## src/rtl/div_sqrt_arb_mvp.sv

```systemverilog
// div_sqrt_arb_mvp
//   Shares one iterative div/sqrt unit between NUM_REQ FPU lanes. A round-robin
//   arbiter grants one request at a time. The FSM (IDLE -> ISSUE -> BUSY -> RESP)
//   drives the unit's start/kill/done handshake and routes the result back to
//   the lane that was granted.
//
// Parameters
//   NUM_REQ  number of requesters (2..8)
//   TIMEOUT  watchdog limit in BUSY cycles (only used with DIV_SQRT_ARB_TIMEOUT_EN)
//
// Configuration macro
//   DIV_SQRT_ARB_TIMEOUT_EN  when defined, adds an 8-bit BUSY watchdog. When the
//                            watchdog expires it kills the unit and answers with
//                            result 0, flags NV, and Rsp_timeout_SO=1.
//
// Ports
//   Clk_CI / Rst_RI                       clock, synchronous active-high reset
//   Req_valid_SI/Req_ready_SO             per-lane request handshake (ready one-hot)
//   Req_sqrt_SI/Req_fmt_DI                per-lane op select and format
//   Req_opa_DI/Req_opb_DI                 per-lane operands (64 bits per lane)
//   Kill_SI                               per-lane abort of its own request/response
//   Rsp_valid_SO/Rsp_ready_SI             per-lane response handshake (valid one-hot)
//   Rsp_result_DO/Rsp_flags_DO            result and IEEE flags {NV,DZ,OF,UF,NX}
//   Rsp_timeout_SO                        response was produced by the watchdog
//   Unit_div_start_SO/Unit_sqrt_start_SO  one-cycle start pulses to the unit
//   Unit_kill_SO                          one-cycle kill pulse to the unit
//   Unit_fmt_DO/Unit_opa_DO/Unit_opb_DO   latched operands, held from ISSUE through BUSY
//   Unit_ready_SI/Unit_done_SI            unit idle indication / one-cycle result valid
//   Unit_result_DI/Unit_flags_DI          unit result, valid together with Unit_done_SI
module div_sqrt_arb_mvp #(
  parameter int NUM_REQ = 4,
  parameter int TIMEOUT = 127
) (
  input  logic                  Clk_CI,
  input  logic                  Rst_RI,
  input  logic [NUM_REQ-1:0]    Req_valid_SI,
  output logic [NUM_REQ-1:0]    Req_ready_SO,
  input  logic [NUM_REQ-1:0]    Req_sqrt_SI,
  input  logic [NUM_REQ*2-1:0]  Req_fmt_DI,
  input  logic [NUM_REQ*64-1:0] Req_opa_DI,
  input  logic [NUM_REQ*64-1:0] Req_opb_DI,
  input  logic [NUM_REQ-1:0]    Kill_SI,
  output logic [NUM_REQ-1:0]    Rsp_valid_SO,
  input  logic [NUM_REQ-1:0]    Rsp_ready_SI,
  output logic [63:0]           Rsp_result_DO,
  output logic [4:0]            Rsp_flags_DO,
  output logic                  Rsp_timeout_SO,
  output logic                  Unit_div_start_SO,
  output logic                  Unit_sqrt_start_SO,
  output logic                  Unit_kill_SO,
  output logic [1:0]            Unit_fmt_DO,
  output logic [63:0]           Unit_opa_DO,
  output logic [63:0]           Unit_opb_DO,
  input  logic                  Unit_ready_SI,
  input  logic                  Unit_done_SI,
  input  logic [63:0]           Unit_result_DI,
  input  logic [4:0]            Unit_flags_DI
);

  localparam int IW = (NUM_REQ > 1) ? $clog2(NUM_REQ) : 1;

  typedef enum logic [1:0] {S_IDLE, S_ISSUE, S_BUSY, S_RESP} state_e;

  state_e        state_q, state_d;
  logic [IW-1:0] rr_q, rr_d, owner_q, owner_d;
  logic          sqrt_q, sqrt_d;
  logic [1:0]    fmt_q, fmt_d;
  logic [63:0]   opa_q, opa_d, opb_q, opb_d;
  logic [63:0]   result_q, result_d;
  logic [4:0]    flags_q, flags_d;
`ifdef DIV_SQRT_ARB_TIMEOUT_EN
  logic [7:0]    cnt_q, cnt_d;
  logic          timeout_q, timeout_d;
`endif

  // Round-robin search: the first eligible lane at or after rr_q, wrapping
  // around. A lane that raises kill in the same cycle is not eligible.
  logic [NUM_REQ-1:0] elig;
  logic               gnt_found;
  logic [IW-1:0]      gnt_idx;
  logic [IW-1:0]      idx;

  always_comb begin
    elig      = Req_valid_SI & ~Kill_SI;
    gnt_found = 1'b0;
    gnt_idx   = '0;
    idx       = '0;
    for (int i = 0; i < NUM_REQ; i++) begin
      idx = IW'((int'(rr_q) + i) % NUM_REQ);
      if (!gnt_found && elig[idx]) begin
        gnt_found = 1'b1;
        gnt_idx   = idx;
      end
    end
  end

  logic          owner_kill;
  logic [IW-1:0] nxt_ptr;
  assign owner_kill = Kill_SI[owner_q];
  assign nxt_ptr    = (owner_q == IW'(NUM_REQ - 1)) ? '0 : owner_q + IW'(1);

  always_comb begin
    state_d            = state_q;
    rr_d               = rr_q;
    owner_d            = owner_q;
    sqrt_d             = sqrt_q;
    fmt_d              = fmt_q;
    opa_d              = opa_q;
    opb_d              = opb_q;
    result_d           = result_q;
    flags_d            = flags_q;
`ifdef DIV_SQRT_ARB_TIMEOUT_EN
    cnt_d              = cnt_q;
    timeout_d          = timeout_q;
`endif
    Req_ready_SO       = '0;
    Rsp_valid_SO       = '0;
    Unit_div_start_SO  = 1'b0;
    Unit_sqrt_start_SO = 1'b0;
    Unit_kill_SO       = 1'b0;

    unique case (state_q)
      S_IDLE: begin
        if (gnt_found) begin
          Req_ready_SO[gnt_idx] = 1'b1;
          owner_d = gnt_idx;
          sqrt_d  = Req_sqrt_SI[gnt_idx];
          fmt_d   = Req_fmt_DI[int'(gnt_idx)*2 +: 2];
          opa_d   = Req_opa_DI[int'(gnt_idx)*64 +: 64];
          opb_d   = Req_opb_DI[int'(gnt_idx)*64 +: 64];
`ifdef DIV_SQRT_ARB_TIMEOUT_EN
          timeout_d = 1'b0;
`endif
          state_d = S_ISSUE;
        end
      end
      S_ISSUE: begin
        // A kill takes priority over the start, so the unit never sees both.
        if (owner_kill) begin
          Unit_kill_SO = 1'b1;
          rr_d         = nxt_ptr;
          state_d      = S_IDLE;
        end else if (Unit_ready_SI) begin
          Unit_div_start_SO  = ~sqrt_q;
          Unit_sqrt_start_SO = sqrt_q;
`ifdef DIV_SQRT_ARB_TIMEOUT_EN
          cnt_d = '0;
`endif
          state_d = S_BUSY;
        end
      end
      S_BUSY: begin
        // A kill beats a done that arrives in the same cycle; the result is discarded.
        if (owner_kill) begin
          Unit_kill_SO = 1'b1;
          rr_d         = nxt_ptr;
          state_d      = S_IDLE;
`ifdef DIV_SQRT_ARB_TIMEOUT_EN
        end else if (!Unit_done_SI && cnt_q == 8'(TIMEOUT - 1)) begin
          // This is the TIMEOUT-th BUSY cycle with no result.
          Unit_kill_SO = 1'b1;
          result_d     = '0;
          flags_d      = 5'b10000;
          timeout_d    = 1'b1;
          state_d      = S_RESP;
`endif
        end else if (Unit_done_SI) begin
          result_d = Unit_result_DI;
          flags_d  = Unit_flags_DI;
          state_d  = S_RESP;
        end else begin
`ifdef DIV_SQRT_ARB_TIMEOUT_EN
          cnt_d = cnt_q + 8'd1;
`endif
        end
      end
      S_RESP: begin
        if (owner_kill) begin
          rr_d    = nxt_ptr;
          state_d = S_IDLE;
        end else begin
          Rsp_valid_SO[owner_q] = 1'b1;
          if (Rsp_ready_SI[owner_q]) begin
            rr_d    = nxt_ptr;
            state_d = S_IDLE;
          end
        end
      end
      default: state_d = S_IDLE;
    endcase
  end

  always_ff @(posedge Clk_CI) begin
    if (Rst_RI) begin
      state_q   <= S_IDLE;
      rr_q      <= '0;
      owner_q   <= '0;
      sqrt_q    <= 1'b0;
      fmt_q     <= '0;
      opa_q     <= '0;
      opb_q     <= '0;
      result_q  <= '0;
      flags_q   <= '0;
`ifdef DIV_SQRT_ARB_TIMEOUT_EN
      cnt_q     <= '0;
      timeout_q <= 1'b0;
`endif
    end else begin
      state_q   <= state_d;
      rr_q      <= rr_d;
      owner_q   <= owner_d;
      sqrt_q    <= sqrt_d;
      fmt_q     <= fmt_d;
      opa_q     <= opa_d;
      opb_q     <= opb_d;
      result_q  <= result_d;
      flags_q   <= flags_d;
`ifdef DIV_SQRT_ARB_TIMEOUT_EN
      cnt_q     <= cnt_d;
      timeout_q <= timeout_d;
`endif
    end
  end

  assign Rsp_result_DO = result_q;
  assign Rsp_flags_DO  = flags_q;
  assign Unit_fmt_DO   = fmt_q;
  assign Unit_opa_DO   = opa_q;
  assign Unit_opb_DO   = opb_q;

`ifdef DIV_SQRT_ARB_TIMEOUT_EN
  assign Rsp_timeout_SO = timeout_q && (state_q == S_RESP);
`else
  assign Rsp_timeout_SO = 1'b0;
`endif

endmodule
```

## config.mk

```make
export PLATFORM = sky130hd
export DESIGN_NAME = div_sqrt_arb_mvp
export DESIGN_NICKNAME = d
export VERILOG_FILES = /design/src/rtl/div_sqrt_arb_mvp.sv
export SDC_FILE = /design/constraint.sdc
export NUM_CORES = 1
export LEC_CHECK = 0
export ABC_AREA = 1
export CAP_MARGIN = 20
export CORE_AREA = 2 2 318 320
export CTS_CLUSTER_SIZE = 28
export DETAILED_ROUTE_END_ITERATION = 10
export DIE_AREA = 0 0 320 322
export PLACE_DENSITY_LB_ADDON = 0.1
export SYNTH_ARGS = -nofsm -noshare
export SYNTH_HDL_FRONTEND = slang
export SYNTH_SLANG_ARGS = --single-unit
```

## constraint.sdc

```tcl
create_clock -name Clk_CI -period 5.3 [get_ports Clk_CI]
set_input_delay 0.795 -clock Clk_CI [delete_from_list [all_inputs] [get_ports Clk_CI]]
set_output_delay 0.795 -clock Clk_CI [all_outputs]
set_load 0.1 [all_outputs]
```

; Yosys cells after proc, flatten, opt, wreduce, memory -nomap -nowiden
; Cells that the tools add are included.
[op_classes]
n_addsub = 4
multipliers = 0
div = 0
order_cmp = 8
eq_ne = 9
n_shift = 3
mux = 51
bitwise_logic = 4
n_reduce_logical = 15
[ops]
columns = cell, count
row1 = variable part select 256 x 9 -> 64 bit, 2
row2 = 2-to-1 mux 2 bit, 15
row3 = 2-to-1 mux 1 bit, 21
row4 = < comparator 2 x 3 -> 1 bit (second input constant), 6
row5 = 2-to-1 mux 4 bit, 4
row6 = binary-select mux 1 bit (select 2 bit), 7
row7 = != test 3 bit (second input constant), 3
row8 = one-hot mux 2 bit (4 select lines), 1
row9 = variable part select 8 x 4 -> 2 bit, 1
row10 = == test 2 bit (second input constant), 3
row11 = AND reduction 3 bit, 2
row12 = logical AND 1 bit, 5
row13 = adder 2 x 1 -> 2 bit (second input constant), 2
row14 = adder 2 bit (second input constant), 2
row15 = AND 4 bit, 1
row16 = demux 1 bit (select 2 bit), 2
row17 = greater-or-equal comparator 2 x 1 -> 1 bit (second input constant), 2
row18 = NOT 4 bit, 1
row19 = one-hot mux 2 bit (2 select lines), 1
row20 = AND reduction 4 bit, 1
row21 = logical NOT 1 bit, 3
row22 = == test 2 x 1 -> 1 bit (second input constant), 1
row23 = logical NOT 2 bit, 1
row24 = != test 2 x 1 -> 1 bit (second input constant), 1
row25 = 5 further kinds, 6
[totals]
regBits = 206
latchBits = 0
mem_bits_rw = 0
mem_bits_ro = 0
input_bits = 609
out_inout_bits = 211
elab_cells = 103
memories = 0

; Longest topological paths before layout
; Gate-level depths: netlist (run 1).
[depth]
depth_word = 20
mapped_depth = 16
depth_no_buf = 13

; Worst setup path after synthesis (run 1)
; Ideal clock, no wire load.
[synth_timing]
path_kind = input port to output port
from = input Kill_SI[3]
to = output Req_ready_SO[1]
arrival_time_ns = 3.973
t_required_ns = 4.505
setup_slack_ns = 0.532
cell_stages = 12
path_buffers = 3
cell_sequence = inv_1 > nand3_1 > nand2_1 > nand2_1 > nand2_1 > nand4_1 > nand2_1 > nand2_1 > buf_4 > buf_6 > buf_6 > nor3_1
[synth_between]
elab_chain_cells = 20
word_cells_on_any_way = 31
cone_classes = order compare: 2 / mux: 20 / bitwise: 2 / reduce/logical: 7
[synth_rtl]
columns = element, line_no
row1 = "start, declared", 42  ; input logic [NUM_REQ-1:0] Kill_SI,
row2 = NOT 4 bit *, 84  ; elig = Req_valid_SI & ~Kill_SI;
row3 = AND 4 bit *, 84
row4 = binary-select mux 1 bit (select 2 bit), 90  ; if (!gnt_found && elig[idx]) begin
row5 = 2-to-1 mux 1 bit (implied by the code), 90
row6 = 2-to-1 mux 1 bit, 90
row7 = logical NOT 1 bit, 90
row8 = logical AND 1 bit, 90
row9 = 2-to-1 mux 1 bit, 90
row10 = (+4 left out), --
row11 = logical AND 1 bit, 90
row12 = 2-to-1 mux 2 bit, 90
row13 = < comparator 2 x 3 -> 1 bit (implied by the code) or greater-or-equal comparator 2 x 1 -> 1 bit (tied branches), 125  ; Req_ready_SO[gnt_idx] = 1'b1;
row14 = logical AND 1 bit (implied by the code), 125
row15 = 2-to-1 mux 1 bit (implied by the code), 125
row16 = demux 1 bit (select 2 bit), 125
row17 = 2-to-1 mux 4 bit *, 124  ; if (gnt_found) begin
row18 = 2-to-1 mux 4 bit *, 122  ; unique case (state_q)
row19 = "end, declared", 37  ; output logic [NUM_REQ-1:0] Req_ready_SO,
; Every way passes the cells marked *; elsewhere a longest branch is shown, timed or not. The select of a mux whose other input is x is not followed.

; Worst setup path in the final report (run 1)
[layout_timing]
from = input Req_valid_SI[3]
to = output Req_ready_SO[2]
[layout_between]
elab_chain_cells = 19
word_cells_on_any_way = 30
cone_classes = order compare: 2 / mux: 20 / bitwise: 1 / reduce/logical: 7
[layout_rtl]
columns = element, line_no
row1 = "start, declared", 36  ; input logic [NUM_REQ-1:0] Req_valid_SI,
row2 = AND 4 bit *, 84
row3 = binary-select mux 1 bit (select 2 bit), 90
row4 = 2-to-1 mux 1 bit (implied by the code), 90
row5 = 2-to-1 mux 1 bit, 90
row6 = logical NOT 1 bit, 90
row7 = logical AND 1 bit, 90
row8 = 2-to-1 mux 1 bit, 90
row9 = logical NOT 1 bit, 90
row10 = (+3 left out), --
row11 = logical AND 1 bit, 90
row12 = 2-to-1 mux 2 bit, 90
row13 = < comparator 2 x 3 -> 1 bit (implied by the code) or greater-or-equal comparator 2 x 1 -> 1 bit (tied branches), 125
row14 = logical AND 1 bit (implied by the code), 125
row15 = 2-to-1 mux 1 bit (implied by the code), 125
row16 = demux 1 bit (select 2 bit), 125
row17 = 2-to-1 mux 4 bit *, 124
row18 = 2-to-1 mux 4 bit *, 122
; Marks and branches as above.

==> flow_summary_export.csv, run 1 <==
group,metric,value,unit
outcome,status,"completed",
min_path,worstHoldStart,"Rsp_flags_DO[4]",
clock_tree,cts.clk_slew.worst_paths,0.05,ns
worst_setup_path,cp_max_fo,31,
worst_setup_path,arrival,3.22,ns
power,total_power,16.4,mW
layout,drive_above_1_share,0.0315,
clock_tree,post_cts_resized,0,
worst_setup_path,worstSetupPathType,"in2out",
worst_setup_path,timing.rr.end,"Unit_opa_DO[4]",
global_route,gr-total-overflow,0,
timing,timing.final.ws_setup,1.29,ns
routing,drt_iter0_drc,701,
global_route,grt_pass1_vias,16900,
worst_setup_path,r2r_start,"rr_q[0]",
clock_tree,cts-hold-fix-buffers,0,
global_route,grt_pass1_wl,118,mm
layout,final_nets,3733,
worst_setup_path,reg2reg_depth,13,
yosys,synth-main-ff-cell,"dfxtp_1",
yosys,synth_nets,3020,
yosys,synth_area_leaders,"dfxtp_1 (30%), nand3_1 (17%), nand2_1 (16%)",
timing,tns,0,ns
floorplan,dieWidth,320,um
yosys,yosysWarnings,0,
place,post-place-cells,4378,
layout,area_growth,76.6,%
clock_tree,clock-sinks,206,
yosys,synth_top_cell_area_share,0.302,
timing,whs,0.459,ns
clock_tree,htreeDepth,2,
timing,drv_slew,0,
routing,routed_wl,83.2,mm
worst_setup_path,start_kind,"input pin",
yosys,synth_edf_count,0,
timing,worstMarginPinSlew,1.15,ns
yosys,yosysSeqAreaShare,0.302,
yosys,async_flop_share,0,
yosys,ys_ff_latch,206,
timing,setup_violations,0,
yosys,syn_area,0.0137,mm^2
routing,drt_first_pass_iters,5,
global_route,antenna_found_initial,28,
floorplan,row_count,116,
timing,rsz0062_at_grt,"false",
global_route,grt_max_degree,145,
layout,n_fill_cell,11400,
flow_run,cap_violations,0,
worst_setup_path,required,4.51,ns
min_path,min_to,"Rsp_flags_DO[4]",
yosys,netlist_top_cells_count,"nand2_1 (580), nand3_1 (464), nor2_1 (416)",
power,power.density,678,mW/mm^2
min_path,hold_path_depth,2,
layout,final_cells,4446,
clock_tree,post-cts-setup-buffers,0,
clock_tree,cts_made_buffers,34,
routing,vias,17000,
place,dp_slack,1.04,ns
worst_setup_path,critPathCaptureType,"output port",
routing,viasPerCell,3.82,
timing,hold_viol,0,
power,leakagePower,10.9,nW
clock_tree,cts_buffer_depth,3,
yosys,postSynthCellCount,2403,
routing,route.detailed.drc,0,
global_route,grt_usage,0.155,
place,gp_congestion,0.793,
clock_tree,clock-root-buffer,"clkbuf_16",
timing,fin_worst_skew,0.0227,ns
floorplan,initial_utilization,0.137,
routing,wl_per_cell,18.7,um
floorplan,core_area,0.0996,mm^2
timing,min_period,4.01,ns
yosys,yosys.area.top_type,"dfxtp_1",
timing,period_share,0.757,
floorplan,ioPinCount,820,
yosys,yosysMostFrequentCell,"nand2_1",
clock_tree,cts_tree,"yes",
clock_tree,clock_latency,0.57,ns
floorplan,die_y,322,um
worst_setup_path,worstSetupStartpoint,"Req_valid_SI[3]",
worst_setup_path,r2r_slack,1.75,ns
place,port_buffers,818,
timing,relSlewSlack,0.234,
yosys,syn_area_per_cell,5.69,um^2
yosys,synth.distinct_cells,25,
power,vdd_drop_max,592,uV
min_path,min_path_type,"reg2reg",
floorplan,die-area,0.103,mm^2
place,dp_hpwl,62.1,mm
routing,ant_nets,0,
timing,fmax,0.249,GHz
-- placed cells by master (no fill, tap or decap), types with 23 or more instances in the layout --
cell,count
a21oi_1,75
buf_4,23
clkbuf_16,34
clkdlybuf4s50_1,809
dfxtp_1,206
inv_1,393
nand2_1,576
nand3_1,463
nor2_1,414
nor3b_1,70
-- critical path, stage by stage --
cell	delay (ns)
clkdlybuf4s50_1	0.50
nand3_1	0.13
nand3_1	0.13
nand2_1	0.14
a21oi_1	0.28
nand2_4	0.09
nand2_4	0.35
clkinv_2	0.16
nor3_1	0.38
buf_12	0.23
-- metrics by stage --
step	area [um^2]	util
after floorplan	13700	-
after global placement	23000	0.231
after detailed placement	23000	0.231
after CTS	24100	0.242
after global routing	24100	0.243
final	24100	0.243
-- flip-flops by register name, indices dropped and copies added, names as in the netlist --
name	cells
sqrt_q	1
rr_q	2
owner_q	2
Rsp_flags_DO	5
Unit_fmt_DO	2
Unit_opa_DO	64
Unit_opb_DO	64
Rsp_result_DO	64
state_q	2
-- kinds of logic after synthesis --
logic type | count (synthesis) | synth area share
adders and majority gates | 8 | 0.00732
other | 1 | 0.000274
AOI/OAI and AO/OA | 83 | 0.0318
and+or+nand+nor | 1542 | 0.487
DFF | 206 | 0.302
buffers and inverters | 563 | 0.172
-- how the worst max path moves through the flow --
stage                           end  slack (ns)  cells past startpoint
floorplan           Req_ready_SO[1]        0.53                     12
global placement     Unit_opa_DO[4]        1.02                     14
detailed placement   Unit_opa_DO[4]        1.04                     14
CTS                 Req_ready_SO[2]        1.21                     10
global route        Req_ready_SO[2]        1.03                     11
finish              Req_ready_SO[2]        1.29                     10
-- area by class of cell --
class | instances | area (um^2) | area share
well taps | 1298 | 1620 | 0.0673
clock buffers | 53 | 1010 | 0.0419
diodes | 7 | 17.5 | 0.000725
clock inverters | 8 | 163 | 0.00674
inverters | 398 | 1500 | 0.0622
multi-input cells | 1634 | 7260 | 0.301
flip-flops and latches | 206 | 4120 | 0.171
repair buffers | 842 | 8450 | 0.350
-- routing by layer --
metal / track usage / vias to the layer above / wire length (um)
met3: 0.0585 / 99 / 7190
met2: 0.281 / 525 / 41800
met5: 0 / - / 264
li1: - / 8778 / -
met1: 0.169 / 7561 / 32400
met4: 0.0393 / 38 / 1610
-- where the power goes --
group	leakage (nW)	switching, mW	internal [mW]	total [mW]
Sequential	1.69	0.243	1.99	2.24
Combinational	8.67	8.54	3.20	11.7
Clock	0.571	0.931	1.47	2.40
Power figures use the tool's default switching activity.
==> run 2, diff against run 1 <==
Settings changed: CORE_AREA 2 2 318 320 to 2 2 322 324, DIE_AREA 0 0 320 322 to 0 0 324 326.
Clock period 5.3 ns to 4.08 ns, I/O delays scaled along.
==> flow_summary_export.csv, run 2 (synthesis results as in run 1) <==
group,metric,value,unit
place,port_buffers,818,
routing,drt_iter0_drc,701,
floorplan,core_area,0.103,mm^2
flow_run,cap_violations,0,
worst_setup_path,r2r_start,"rr_q[0]",
timing,relSlewSlack,0.240,
clock_tree,clock-root-buffer,"clkbuf_16",
floorplan,ioPinCount,820,
layout,final_nets,3738,
routing,ant_nets,0,
timing,min_period,3.57,ns
routing,route.detailed.drc,0,
clock_tree,cts_tree,"yes",
outcome,status,"completed",
clock_tree,post_cts_resized,0,
timing,tns,0,ns
worst_setup_path,required,3.47,ns
timing,fmax,0.280,GHz
routing,routed_wl,82.7,mm
worst_setup_path,start_kind,"flop",
clock_tree,cts.clk_slew.worst_paths,0.05,ns
worst_setup_path,worstSetupPathType,"reg2out",
layout,final_cell_mix,"clkdlybuf4s50_1 (801), nand2_1 (576), nand3_1 (463), nor2_1 (414), inv_1 (393)",
clock_tree,post-cts-setup-buffers,0,
power,leakagePower,11.0,nW
floorplan,dieWidth,324,um
timing,fin_worst_skew,0.0319,ns
global_route,grt_pass1_vias,17400,
timing,rsz0062_at_grt,"false",
min_path,worstHoldStart,"Rsp_result_DO[62]",
timing,worstMarginPinSlew,1.14,ns
power,vdd_drop_max,590,uV
clock_tree,cts_buffer_depth,3,
routing,viasPerCell,3.76,
routing,vias,17000,
worst_setup_path,path_delay_family,"simple AND/OR/NAND/NOR gates",
global_route,grt_pass1_wl,118,mm
power,power.density,884,mW/mm^2
worst_setup_path,cp_max_fo,64,
worst_setup_path,crit_chain,"inv_2 -> nand3_1 -> nand3_1 -> nand2_1 -> nand4_1 -> nand2_4 -> nand2_4 -> buf_12 -> nor2_1 -> buf_12",
clock_tree,cts_made_buffers,35,
place,place_area,0.0232,mm^2
global_route,antenna_found_initial,29,
routing,wl_per_cell,18.3,um
timing,timing.final.ws_setup,0.507,ns
timing,drv_slew,0,
layout,area_growth,78.5,%
worst_setup_path,timing.rr.end,"Unit_opa_DO[28]",
layout,final_cells,4531,
global_route,grt_usage,0.150,
layout,final_common_cell,"clkdlybuf4s50_1",
floorplan,row_count,118,
place,dp_hpwl,61.5,mm
layout,design_area,0.0244,mm^2
min_path,min_to,"Rsp_result_DO[62]",
min_path,hold_path_depth,2,
layout,postLayoutCoreUtil,0.238,
routing,drt_first_pass_iters,5,
floorplan,initial_utilization,0.133,
timing,setup_violations,0,
clock_tree,clock_latency,0.57,ns
worst_setup_path,critPathMaxStageDelay,0.57,ns
timing,whs,0.459,ns
place,post-place-cells,4464,
timing,period_share,0.876,
timing,hold_viol,0,
floorplan,die-area,0.106,mm^2
place,dp_slack,0.580,ns
clock_tree,clock-sinks,206,
power,total_power,21.6,mW
worst_setup_path,crit_buf_inv,3,
global_route,grt_max_degree,144,
global_route,gr-total-overflow,0,
layout,drive_above_1_share,0.0363,
clock_tree,htreeDepth,2,
worst_setup_path,r2r_slack,1.29,ns
worst_setup_path,arrival,2.96,ns
clock_tree,cts-hold-fix-buffers,0,
worst_setup_path,critPathCaptureType,"output port",
worst_setup_path,reg2reg_depth,12,
floorplan,die_y,326,um
worst_setup_path,cp_slowest_cell,"dfxtp_1",
place,gp_congestion,0.792,
min_path,min_path_type,"reg2reg",
-- run 2: cell count changes in the layout (fill, tap and decap cells not counted), moves of 2 or more --
cell             before  now
nor3_1                7    4
buf_12                8   20
clkbuf_1             10    8
clkdlybuf4s50_1     809  801
nor3_2                0    3
-- run 2: final cells by class --
cell class	instances	area, um^2
clock inverter	8	131
tap	1380	1730
sequential	206	4120
timing repair buffer	846	8610
antenna	8	20.0
fill	11700	78200
inverter	398	1500
multi-input combinational	1634	7270
clock buffer	51	1020
-- run 2: how the worst max path moves through the flow --
| stage | start | end | slack [ns] | cells after the start |
|---|---|---|---|---|
| floorplan | Kill_SI[1] | Unit_div_start_SO | 0.46 | 5 |
| global placement | Kill_SI[1] | Req_ready_SO[3] | 0.60 | 11 |
| detailed placement | Kill_SI[1] | Req_ready_SO[3] | 0.58 | 11 |
| CTS | rr_q[0] | Req_ready_SO[3] | 0.48 | 10 |
| global route | rr_q[0] | Req_ready_SO[3] | 0.34 | 10 |
| finish | rr_q[0] | Req_ready_SO[3] | 0.51 | 10 |
-- run 2: worst register-to-register path, stage by stage, from the launching register on --
cell,delay [ns]
dfxtp_1,0.57
inv_2,0.15
nand3_1,0.13
nand2_1,0.09
nand2_1,0.09
nand2_1,0.08
a21oi_1,0.24
nand2_4,0.10
nand2_4,0.16
buf_12,0.44
nor2_1,0.27
nor3b_1,0.30
nor2_1,0.06
-- run 2: per-layer routing --
layer  vias to the layer above  wire length, um  share of wire  global-route usage
met5                         -              277         0.0033                   0
met3                       116             7420          0.090              0.0555
li1                       8781                -              -                   -
met4                        42             1680          0.020              0.0362
met2                       528            40900           0.49               0.268
met1                      7563            32500           0.39               0.167
-- run 2: power breakdown --
group,leakage [nW],internal [mW],switching (mW),total (mW)
logic,8.76,4.38,11.2,15.5
registers,1.69,2.59,0.356,2.95
clock network,0.563,1.86,1.22,3.08
